## config.mk

```make
export PLATFORM = sky130hd
export DESIGN_NAME = mem_arbiter
export DESIGN_NICKNAME = d
export VERILOG_FILES = /design/src/rtl/mem_arbiter.sv
export SDC_FILE = /design/constraint.sdc
export NUM_CORES = 1
export LEC_CHECK = 0
export BUFFER_PORTS_ARGS = -buffer_cell sky130_fd_sc_hd__buf_4
export CAP_MARGIN = 30
export CORE_AREA = 3 3 102 104
export CTS_BUF_LIST = sky130_fd_sc_hd__clkbuf_16
export CTS_CLUSTER_SIZE = 40
export DETAILED_ROUTE_END_ITERATION = 8
export DIE_AREA = 0 0 105 107
export SETUP_SLACK_MARGIN = 0.1
export SLEW_MARGIN = 20
export SYNTH_ARGS = -nofsm -noshare
export SYNTH_HDL_FRONTEND = slang
export SYNTH_SLANG_ARGS = --single-unit
```

## constraint.sdc

```tcl
create_clock -name clk -period 1.5 [get_ports clk]
set_input_delay 0.375 -clock clk [delete_from_list [all_inputs] [get_ports clk]]
set_output_delay 0.375 -clock clk [all_outputs]
set_load 0.02 [all_outputs]
```

## src/rtl/mem_arbiter.sv

```systemverilog
// Two-requester (fetch / data) arbiter in front of a single-port word memory.
// Define ARB_ROUND_ROBIN_EN for round-robin contention; default is data-first fixed priority.
module mem_arbiter (
   input  logic        clk,
   input  logic        reset,
   input  logic        if_req,
   input  logic [31:0] if_addr,
   output logic        if_gnt,
   output logic        if_rvalid,
   output logic [31:0] if_rdata,
   input  logic        d_req,
   input  logic        d_we,
   input  logic [31:0] d_addr,
   input  logic [31:0] d_wdata,
   output logic        d_gnt,
   output logic        d_rvalid,
   output logic [31:0] d_rdata,
   output logic        d_err,
   output logic        mem_en,
   output logic        mem_we,
   output logic [31:0] mem_addr,
   output logic [31:0] mem_wdata,
   input  logic [31:0] mem_rdata
);

   logic d_win;
   logic d_mis;
   logic pend_valid;
   logic pend_owner;   // 1: data port owns the pending read, 0: fetch
   logic pend_err;
   logic unused_if_low;

   assign unused_if_low = ^if_addr[1:0];
   assign d_mis         = (d_addr[1:0] != 2'b00);

`ifdef ARB_ROUND_ROBIN_EN
   logic last_d;   // 1: data was granted most recently

   always_ff @(posedge clk) begin
      if (reset)       last_d <= 1'b0;
      else if (d_gnt)  last_d <= 1'b1;
      else if (if_gnt) last_d <= 1'b0;
   end

   assign d_win = d_req & (~if_req | ~last_d);
`else
   assign d_win = d_req;
`endif

   assign d_gnt  = ~reset & d_win;
   assign if_gnt = ~reset & if_req & ~d_win;

   // Misaligned data grants consume the slot but never reach the memory.
   always_comb begin
      mem_en    = if_gnt | (d_gnt & ~d_mis);
      mem_we    = d_gnt & d_we & ~d_mis;
      mem_addr  = 32'h0;
      mem_wdata = 32'h0;
      if (d_gnt) begin
         mem_addr  = d_addr;
         mem_wdata = d_wdata;
      end else if (if_gnt) begin
         mem_addr  = {if_addr[31:2], 2'b00};
      end
   end

   always_ff @(posedge clk) begin
      if (reset) begin
         pend_valid <= 1'b0;
         pend_owner <= 1'b0;
         pend_err   <= 1'b0;
      end else begin
         pend_valid <= if_gnt | (d_gnt & ~d_we & ~d_mis);
         pend_owner <= d_gnt;
         pend_err   <= d_gnt & d_mis;
      end
   end

   assign if_rvalid = ~reset & pend_valid & ~pend_owner;
   assign d_rvalid  = ~reset & pend_valid & pend_owner;
   assign d_err     = ~reset & pend_err;
   assign if_rdata  = if_rvalid ? mem_rdata : 32'h0;
   assign d_rdata   = d_rvalid  ? mem_rdata : 32'h0;

endmodule

```

==> impl_metrics.yaml, run 1 <==
sta:
  unrepaired_setup_endpoints_after_global_routing: "yes"
  final_cycle_share: 1.086
  finalSetupViolations: 106
  fmax_mhz: 614.0
  max-slew-margin-rel: 0.7923
  worst_pin_slew_ns: 0.3116
  hold_violation_count_in_the_final_report: 0
  report.final.slew_viol_count: 0
  post-route-worst-setup-slack_ns: -0.1288
  post-route-min-period_ns: 1.629
routing:
  antenna_violating_nets_post_route: 0
  totalWireLength_mm: 10.96
  met2_wirelength_mm: 6.188
  route.detailed.wl_per_inst_um: 15.74
  highest_layer: "met4"
  post-route-drc-count: 0
  met1Wirelength_mm: 3.782
  met3_length_um: 927
  vias: 2952
  first_iter_violations: 86
  detail_route.vias_per_cell: 4.241
  dr.pass1.iters: 4
power:
  share_seq_of_total_power: 0.048
  pwr_density_cell_nw_per_um2: 332.0
  peakVddDrop_mv: 0.3555
  power.static_leakage_nw: 2.462
  p_int_mw: 1.181
  swShare: 0.3657
  power.switching_uw: 681.2
  clock_power_share: 0.222
  power.combinational.fraction: 0.730
layout:
  most-common-layout-cells: "buf_4, buf_6, nor2_4"
  antenna_diodes: 0
  fin_cells: 696
  layout.cells.most_common: "buf_4"
  finalNetCount: 697
  layout-drive-gt1-share: 0.8739
  filler_cell_count: 814
  flow.area_growth_from_synthesis_pct: 307.9
  stdcell_area_um2: 5609
synthesis:
  synth_area_um2: 1375
  synth_top_area_cell: "nor2_1"
  netlist-cell-type-count: 18
  synth_area_leaders: "nor2_1, nand2_1, nand3b_1"
  ys_seq_area_frac: 0.04368
  postSynthNetCount: 403
  ys_ff_latch: 3
  syn-instance-count: 270
  yosysTopAreaCellShare: 0.1856
  postSynthAreaPerCell_um2: 5.093
  yosys_warnings: 0
setup_path:
  timing.critical_path.arrival_ns: 1.25
  critical_path.endpoint_type: "primary output"
  setup.worst_path.class: "flop to primary output"
  critPathRequiredTime_ns: 1.12
  crit_start_category: "flop"
  critical_path.max_fanout: 10
outcome:
  violations: "negative setup slack"
  outcome: "finished with violations"
placement:
  place_ws_ns: -0.1651
  dp_hpwl_mm: 7.387
  numPortBuffers: 265
  place_congestion: 0.7142
  post_placement_cell_count: 667
  post_dp_cell_area_um2: 4318
global_route:
  antenna_violations_before_repair: 0
  grt_pass1_wl_mm: 15.66
  groute.usage.overall: 0.1712
  grt-ovfl-total: 0
  first_global_vias: 2977
  largest_net_degree_at_the_start_of_global_routing: 26
floorplan:
  row_count: 36
  starting_utilization_of_the_core_area: 0.1427
  die_w_um: 105
  fp.dieArea_um2: 11240
  fp.dieH_um: 107
  placeableCoreArea_um2: 9639
  ioPinCount: 268
cts:
  cts_made_buffers: 3
  root_buffer: "clkbuf_16"
  h-tree-depth: 1
  clock_tree.buffer_depth: 2
  tritoncts_clock_tree: "built"
  cts.sink_count: 3
  clock_pin_slew_worst_setup_and_hold_paths_ns: 0.03
flow_run:
  max_cap_violations: 0
hold_path:
  worst_hold_path.num_cells: 3
  hold_path.class: "primary input to flop"
  worstHoldStart: "d_we"
  whs_endpoint: "pend_valid"
-- worst max-delay path: stages (launching register included) --
cell and delay, ns:
dfxtp_2 0.31, or2_4 0.27, buf_12 0.17, nor2_2 0.14, buf_6 0.13
-- layer usage --
metal | vias up | track usage
met5 | - | 0
met4 | 0 | 0.01781
met3 | 6 | 0.05479
met2 | 146 | 0.3327
met1 | 1353 | 0.1860
li1 | 1447 | -
-- cell families after synthesis --
family,after synthesis,share of synthesized area
AO/OA/AOI/OAI,32,0.1165
buffers and inverters,31,0.1165
flip-flops,3,0.04368
AND/OR/NAND/NOR,204,0.7234
-- power by group through the flow --
stage          clock, mW  combinational (mW)  sequential (mW)
4_1_cts            0.420                1.30           0.0884
6_report           0.413                1.36           0.0902
2_1_floorplan          0               0.532           0.0864
3_5_place_dp           0                1.04           0.0880
5_1_grt            0.438                1.43           0.0911
3_3_place_gp           0                1.03           0.0876
-- through the flow --
step | power, mW | util | TNS, ns | hold WS [ns]
after CTS | 1.808 | 0.5539 | -7.233 | 0.4310
after floorplan | 0.6187 | - | -0.3166 | 0.5184
after global placement | 1.117 | 0.4479 | -7.241 | 0.6681
after global routing | 1.961 | 0.5819 | -10.44 | 0.4731
after detailed placement | 1.130 | 0.4479 | -8.368 | 0.6687
final | 1.862 | 0.5819 | -6.412 | 0.4427
-- worst max-delay path by stage --
| stage | cells past startpoint | slack (ns) | end | from |
|---|---|---|---|---|
| after floorplan | 5 | -0.03 | if_rdata[10] | reset |
| final | 4 | -0.13 | if_rdata[31] | pend_owner |
| after global routing | 4 | -0.15 | if_rdata[31] | pend_owner |
| after CTS | 4 | -0.1 | if_rdata[31] | pend_owner |
| after detailed placement | 5 | -0.17 | mem_wdata[21] | d_req |
| after global placement | 5 | -0.14 | mem_wdata[14] | d_req |
-- registers in the layout (all words and copies together) (netlist names) --
register    cells
pend_err        1
pend_owner      1
pend_valid      1
-- layout make-up --
class / count / area (um2) / area share
clock buffer: 3 / 75.07 / 0.01338
clock inverter: 1 / 3.754 / 0.0006692
inverter: 1 / 7.507 / 0.001338
multi-input combinational: 236 / 1994 / 0.3556
sequential: 3 / 65.06 / 0.01160
tap: 133 / 166.4 / 0.02967
timing repair buffer: 319 / 3297 / 0.5878
-- Yosys cell counts --
cell and number:
nor2b_1 4, and3_1 1, inv_1 1, buf_6 4, nor2_1 68, or4b_1 1, or2_1 1, buf_4 1
a21oi_1 32, buf_1 3, clkbuf_1 14, or3b_1 1, dfxtp_1 3, nand2_1 62, and2_1 34, nand3b_1 30
nand2b_1 2, buf_2 8
-- timing repair --
item / in CTS / in global routing
setup endpoints to repair: 135 / 135
hold buffers: 0 / 0
pin swaps: 58 / 17
cloned: 13 / 2
resized for setup: 185 / 62
setup buffers: 8 / 4
(Power assumes the default switching activity.)
==> run 2, diff against run 1 <==
--- a/config.mk
+++ b/config.mk
@@ -7,5 +7,6 @@
 export LEC_CHECK = 0
+export ABC_AREA = 1
 export BUFFER_PORTS_ARGS = -buffer_cell sky130_fd_sc_hd__buf_4
 export CAP_MARGIN = 30
-export CORE_AREA = 3 3 102 104
+export CORE_AREA = 3 3 101 103
 export CTS_BUF_LIST = sky130_fd_sc_hd__clkbuf_16
@@ -13,3 +14,3 @@
 export DETAILED_ROUTE_END_ITERATION = 8
-export DIE_AREA = 0 0 105 107
+export DIE_AREA = 0 0 104 106
 export SETUP_SLACK_MARGIN = 0.1
==> constraint.sdc (replaced) <==
create_clock -name clk -period 1.5 [get_ports clk]
set_input_delay 0.3 -clock clk [delete_from_list [all_inputs] [get_ports clk]]
set_output_delay 0.3 -clock clk [all_outputs]
set_load 0.02 [all_outputs]
==> impl_metrics.yaml, run 2 <==
outcome:
  outcome: "finished with violations"
  violations: "negative setup slack"
layout:
  finalNetCount: 705
  multi_input_area_um2: 1448
  layout_top_registers: "pend_err: 1 flops, pend_owner: 1 flops, pend_valid: 1 flops"
  flow.area_growth_from_synthesis_pct: 280.3
  layout-drive-gt1-share: 0.7145
  antenna_diodes: 0
  filler_cell_count: 817
  layout.cells.most_common: "buf_4"
  seq_area_um2: 65.06
  most-common-layout-cells: "buf_4, buf_6, inv_1"
global_route:
  largest_net_degree_at_the_start_of_global_routing: 36
  grt-ovfl-total: 0
  grt_pass1_wl_mm: 12.90
  groute.usage.overall: 0.1386
  antenna_violations_before_repair: 0
  first_global_vias: 2724
synthesis:
  ys_ff_latch: 3
  ys_seq_area_frac: 0.04805
  syn-instance-count: 297
  synth_top_area_cell: "nor2_1"
  synth_area_leaders: "nor2_1, inv_1, nand2_1"
  most_common_library_cells_after_synthesis: "nor2_1, inv_1, nand2_1"
  number_of_synthesized_flops_with_an_enable_pin: 0
  postSynth.topFlopCell: "dfxtp_1"
  synth_most_common_cell: "nor2_1"
  async_reset_ff_frac: 0
  synth_area_um2: 1250
  netlist-cell-type-count: 12
  yosysTopAreaCellShare: 0.3123
  postSynthAreaPerCell_um2: 4.209
  yosys_warnings: 0
  postSynthNetCount: 430
routing:
  post-route-drc-count: 0
  met3_length_um: 896
  totalWireLength_mm: 10.08
  first_iter_violations: 78
  antenna_violating_nets_post_route: 0
  vias: 2841
  dr.pass1.iters: 4
  route.detailed.wl_per_inst_um: 14.40
  met2_wirelength_mm: 5.536
  highest_layer: "met4"
  met1Wirelength_mm: 3.447
  detail_route.vias_per_cell: 4.059
setup_path:
  timing.critical_path.slowest_cell_delay_ns: 0.32
  setup.worst_path.class: "flop to primary output"
  timing.critical_path.slowest_stage_cell: "dfxtp_2"
  crit_start_category: "flop"
  timing.critical_path.arrival_ns: 1.30
  startpoint: "pend_owner"
  cp-endpoint: "if_rdata[0]"
  critPathRequiredTime_ns: 1.20
  critical_path.endpoint_type: "primary output"
  critical_path.max_fanout: 9
  crit_path_cell_trace: "nand3b_4, buf_12, nor2_1, buf_4"
floorplan:
  starting_utilization_of_the_core_area: 0.1346
  fp.dieH_um: 106
  placeableCoreArea_um2: 9284
  ioPinCount: 268
  die_w_um: 104
  row_count: 35
  fp.dieArea_um2: 11020
placement:
  dp_hpwl_mm: 6.687
  place_ws_ns: -0.08455
  place_congestion: 0.7283
  numPortBuffers: 265
sta:
  unrepaired_setup_endpoints_after_global_routing: "yes"
  hold_violation_count_in_the_final_report: 0
  worst_pin_slew_ns: 0.2057
  post-route-min-period_ns: 1.597
  fmax_mhz: 626.3
  report.final.slew_viol_count: 0
  max-slew-margin-rel: 0.8627
  final_cycle_share: 1.064
  finalSetupViolations: 27
  timing.hold.ws_ns: 0.2586
  post-route-worst-setup-slack_ns: -0.09674
flow_run:
  max_cap_violations: 0
cts:
  h-tree-depth: 1
  clock_tree.buffer_depth: 2
  root_buffer: "clkbuf_16"
  postCtsHoldBufs: 0
  tritoncts_clock_tree: "built"
  cts_made_buffers: 3
  cts.sink_count: 3
  clock_pin_slew_worst_setup_and_hold_paths_ns: 0.03
power:
  pwr_density_cell_nw_per_um2: 330.0
  power.static_leakage_nw: 2.708
  peakVddDrop_mv: 0.2929
hold_path:
  hold_path.class: "primary input to flop"
run 2: logic make-up (layout without fill, tap and decap cells):
kind of cell | Yosys count | count (layout) | share of synthesized area
buffers and inverters | 92 | 366 | 0.2973
flip-flops | 3 | 3 | 0.04805
AND/OR/NAND/NOR | 202 | 202 | 0.6547
run 2: routing by layer:
| metal | global-route usage | vias up |
|---|---|---|
| li1 | - | 1384 |
| met5 | 0 | - |
| met4 | 0.02374 | 0 |
| met1 | 0.1427 | 1260 |
| met2 | 0.2827 | 179 |
| met3 | 0.03461 | 18 |
run 2: worst max-delay path: cells and delay by family, from the launching register on:
family / cells / cell delay [ns]
flip-flops: 1 / 0.32
buffers and inverters: 2 / 0.36
AND/OR/NAND/NOR: 2 / 0.39
run 2: worst min path at each step:
stage / startpoint / end / cells after the start
6_report: reset / pend_owner / 2
5_1_grt: reset / pend_owner / 2
4_1_cts: reset / pend_owner / 2
3_5_place_dp: reset / pend_owner / 2
3_3_place_gp: reset / pend_owner / 2
2_1_floorplan: reset / pend_owner / 1
run 2: final cells by class:
| cell class | instances | share of cell area |
|---|---|---|
| repair buffers | 288 | 0.5691 |
| clock inverters | 1 | 0.0007897 |
| clock buffers | 3 | 0.01579 |
| multi-input cells | 202 | 0.3046 |
| well taps | 129 | 0.03396 |
| flip-flops and latches | 3 | 0.01369 |
| inverters | 74 | 0.06212 |
run 2: stage by stage:
stage	instances	cell area, um2	util	setup TNS [ns]	power [mW]
2_1_floorplan	297	1250	-	0	0.4144
3_3_place_gp	682	3427	0.3691	-1.196	0.8968
3_5_place_dp	682	3427	0.3691	-2.391	0.9039
4_1_cts	692	4029	0.4340	0	1.414
5_1_grt	700	4753	0.5120	-2.613	1.645
6_report	700	4753	0.5120	-0.4993	1.569
run 2: timing repair:
item                                    4_1_cts  5_1_grt
cloned                                        1        8
pin swaps                                     4       40
endpoints found under the setup margin      121      104
gates resized for setup                     128      159
buffers inserted                              5        0
run 2: report_power, final:
group	switching (mW)	internal (mW)	total (mW)
clock	0.0727	0.344	0.416
combinational	0.526	0.538	1.06
sequential	0.00398	0.0844	0.0884
==> run 3, diff against run 2 <==
- BUFFER_PORTS_ARGS: -buffer_cell sky130_fd_sc_hd__buf_4 -> not set
- CORE_AREA: 3 3 101 103 -> 3 3 103 105
- DIE_AREA: 0 0 104 106 -> 0 0 106 108
- DONT_BUFFER_PORTS: not set -> 1
==> impl_metrics.yaml, run 3 (synthesis gave the netlist of run 2 again) <==
routing:
  vias: 2089
  detail_route.vias_per_cell: 3.949
  route.detailed.wl_per_inst_um: 12.50
  antenna_violating_nets_post_route: 0
  first_iter_violations: 93
  totalWireLength_mm: 6.611
  post-route-drc-count: 0
  dr.pass1.iters: 4
layout:
  antenna_diodes: 0
  stdcell_area_um2: 2860
  layout_top_registers: "pend_err: 1 flops, pend_owner: 1 flops, pend_valid: 1 flops"
  fin_cells: 529
  filler_cell_count: 1021
  layout.cells.most_common: "inv_1"
  finish.utilization: 0.2940
  most-common-layout-cells: "inv_1, nand2_1, buf_4"
  finalNetCount: 530
  layout-drive-gt1-share: 0.4646
  flow.area_growth_from_synthesis_pct: 128.8
  seq_area_um2: 62.56
  multi_input_area_um2: 1145
sta:
  setup_tns_ns: -0.02206
  post-route-min-period_ns: 1.513
  hold_violation_count_in_the_final_report: 0
  post-route-worst-setup-slack_ns: -0.01273
  final_cycle_share: 1.008
  finalSetupViolations: 3
  worst_pin_slew_ns: 0.3305
  unrepaired_setup_endpoints_after_global_routing: "yes"
  timing.hold.ws_ns: 0.1380
  fmax_mhz: 661.1
  max-slew-margin-rel: 0.7789
  report.final.slew_viol_count: 0
global_route:
  grt_pass1_wl_mm: 8.804
  largest_net_degree_at_the_start_of_global_routing: 36
  groute.usage.overall: 0.09360
  antenna_violations_before_repair: 0
  first_global_vias: 1828
  grt-ovfl-total: 0
floorplan:
  ioPinCount: 268
  die_w_um: 106
  starting_utilization_of_the_core_area: 0.1285
  placeableCoreArea_um2: 9729
  fp.dieArea_um2: 11450
  row_count: 36
  fp.dieH_um: 108
setup_path:
  timing.critical_path.arrival_ns: 1.21
  critical_path.endpoint_type: "primary output"
  crit_start_category: "flop"
  critical_path.max_fanout: 33
  setup.worst_path.class: "flop to primary output"
  critPathRequiredTime_ns: 1.20
  startpoint: "pend_valid"
placement:
  post_dp_cell_area_um2: 2181
  post_placement_cell_count: 521
  place_congestion: 0.8306
  dp_hpwl_mm: 5.102
  numPortBuffers: 0
outcome:
  outcome: "finished with violations"
  violations: "negative setup slack"
cts:
  clock_tree.buffer_depth: 2
  postCtsHoldBufs: 0
  tritoncts_clock_tree: "built"
  root_buffer: "clkbuf_16"
  cts_made_buffers: 3
  cts.sink_count: 3
  h-tree-depth: 1
  clock_pin_slew_worst_setup_and_hold_paths_ns: 0.03
hold_path:
  hold_path.class: "primary input to flop"
  worstHoldStart: "reset"
flow_run:
  max_cap_violations: 0
power:
  power.static_leakage_nw: 1.655
  peakVddDrop_mv: 0.2408
  pwr_density_cell_nw_per_um2: 368.2
## run 3: cell count changes in the layout (fill, tap and decap cells not counted), moves of 3 or more
cell / change
inv_1: +3
nor2_4: -19
nor2_1: +7
nand2_1: +39
nand2_2: -22
clkbuf_16: -6
nand2_4: -17
nor2_2: +12
buf_6: -40
buf_4: -128
## run 3: worst max-delay path: stages (launching register included)
cell     delay (ns)
dfxtp_2        0.35
nand3_2        0.10
buf_12         0.20
nor2_4         0.16
buf_6          0.13
## run 3: what timing repair did
action                                  in CTS  in global routing
endpoints found under the hold margin        0                  0
endpoints found under the setup margin     100                120
gates cloned                                 1                  0
pin swaps                                    1                  4
setup buffers                                0                  3
resized for setup                          106                 45
## run 3: path summary, 6_finish.rpt
kind	to	slack (ns)	cells past startpoint
max	d_rdata[5]	-0.01	4
min	pend_owner	0.14	1
## run 3: cell type report
| class | count | share of cell area |
|---|---|---|
| clock buffer | 3 | 0.02625 |
| clock inverter | 1 | 0.001312 |
| inverter | 74 | 0.1010 |
| multi-input combinational | 202 | 0.4003 |
| sequential | 3 | 0.02187 |
| tap | 133 | 0.05818 |
| timing repair buffer | 113 | 0.3911 |
## run 3: stage by stage
stage,worst slack (ns),total power [mW]
final,-0.01273,1.053
after global routing,-0.05441,1.109
after CTS,-0.009543,1.022
after detailed placement,0.03115,0.5417
after global placement,0.02954,0.5386
after floorplan,0.1875,0.4144
## run 3: routing by layer
layer / global-route usage / wire length, um
met1: 0.1006 / 2336
met2: 0.1954 / 3681
met3: 0.01433 / 593
met4: 0.01110 / 0
met5: 0 / 0
## run 3: where the power goes
| part | switching (mW) | leakage (nW) | internal [mW] |
|---|---|---|---|
| sequential | 0.00296 | 0.0255 | 0.0853 |
| clock | 0.0718 | 0.0423 | 0.344 |
| combinational | 0.365 | 1.59 | 0.185 |
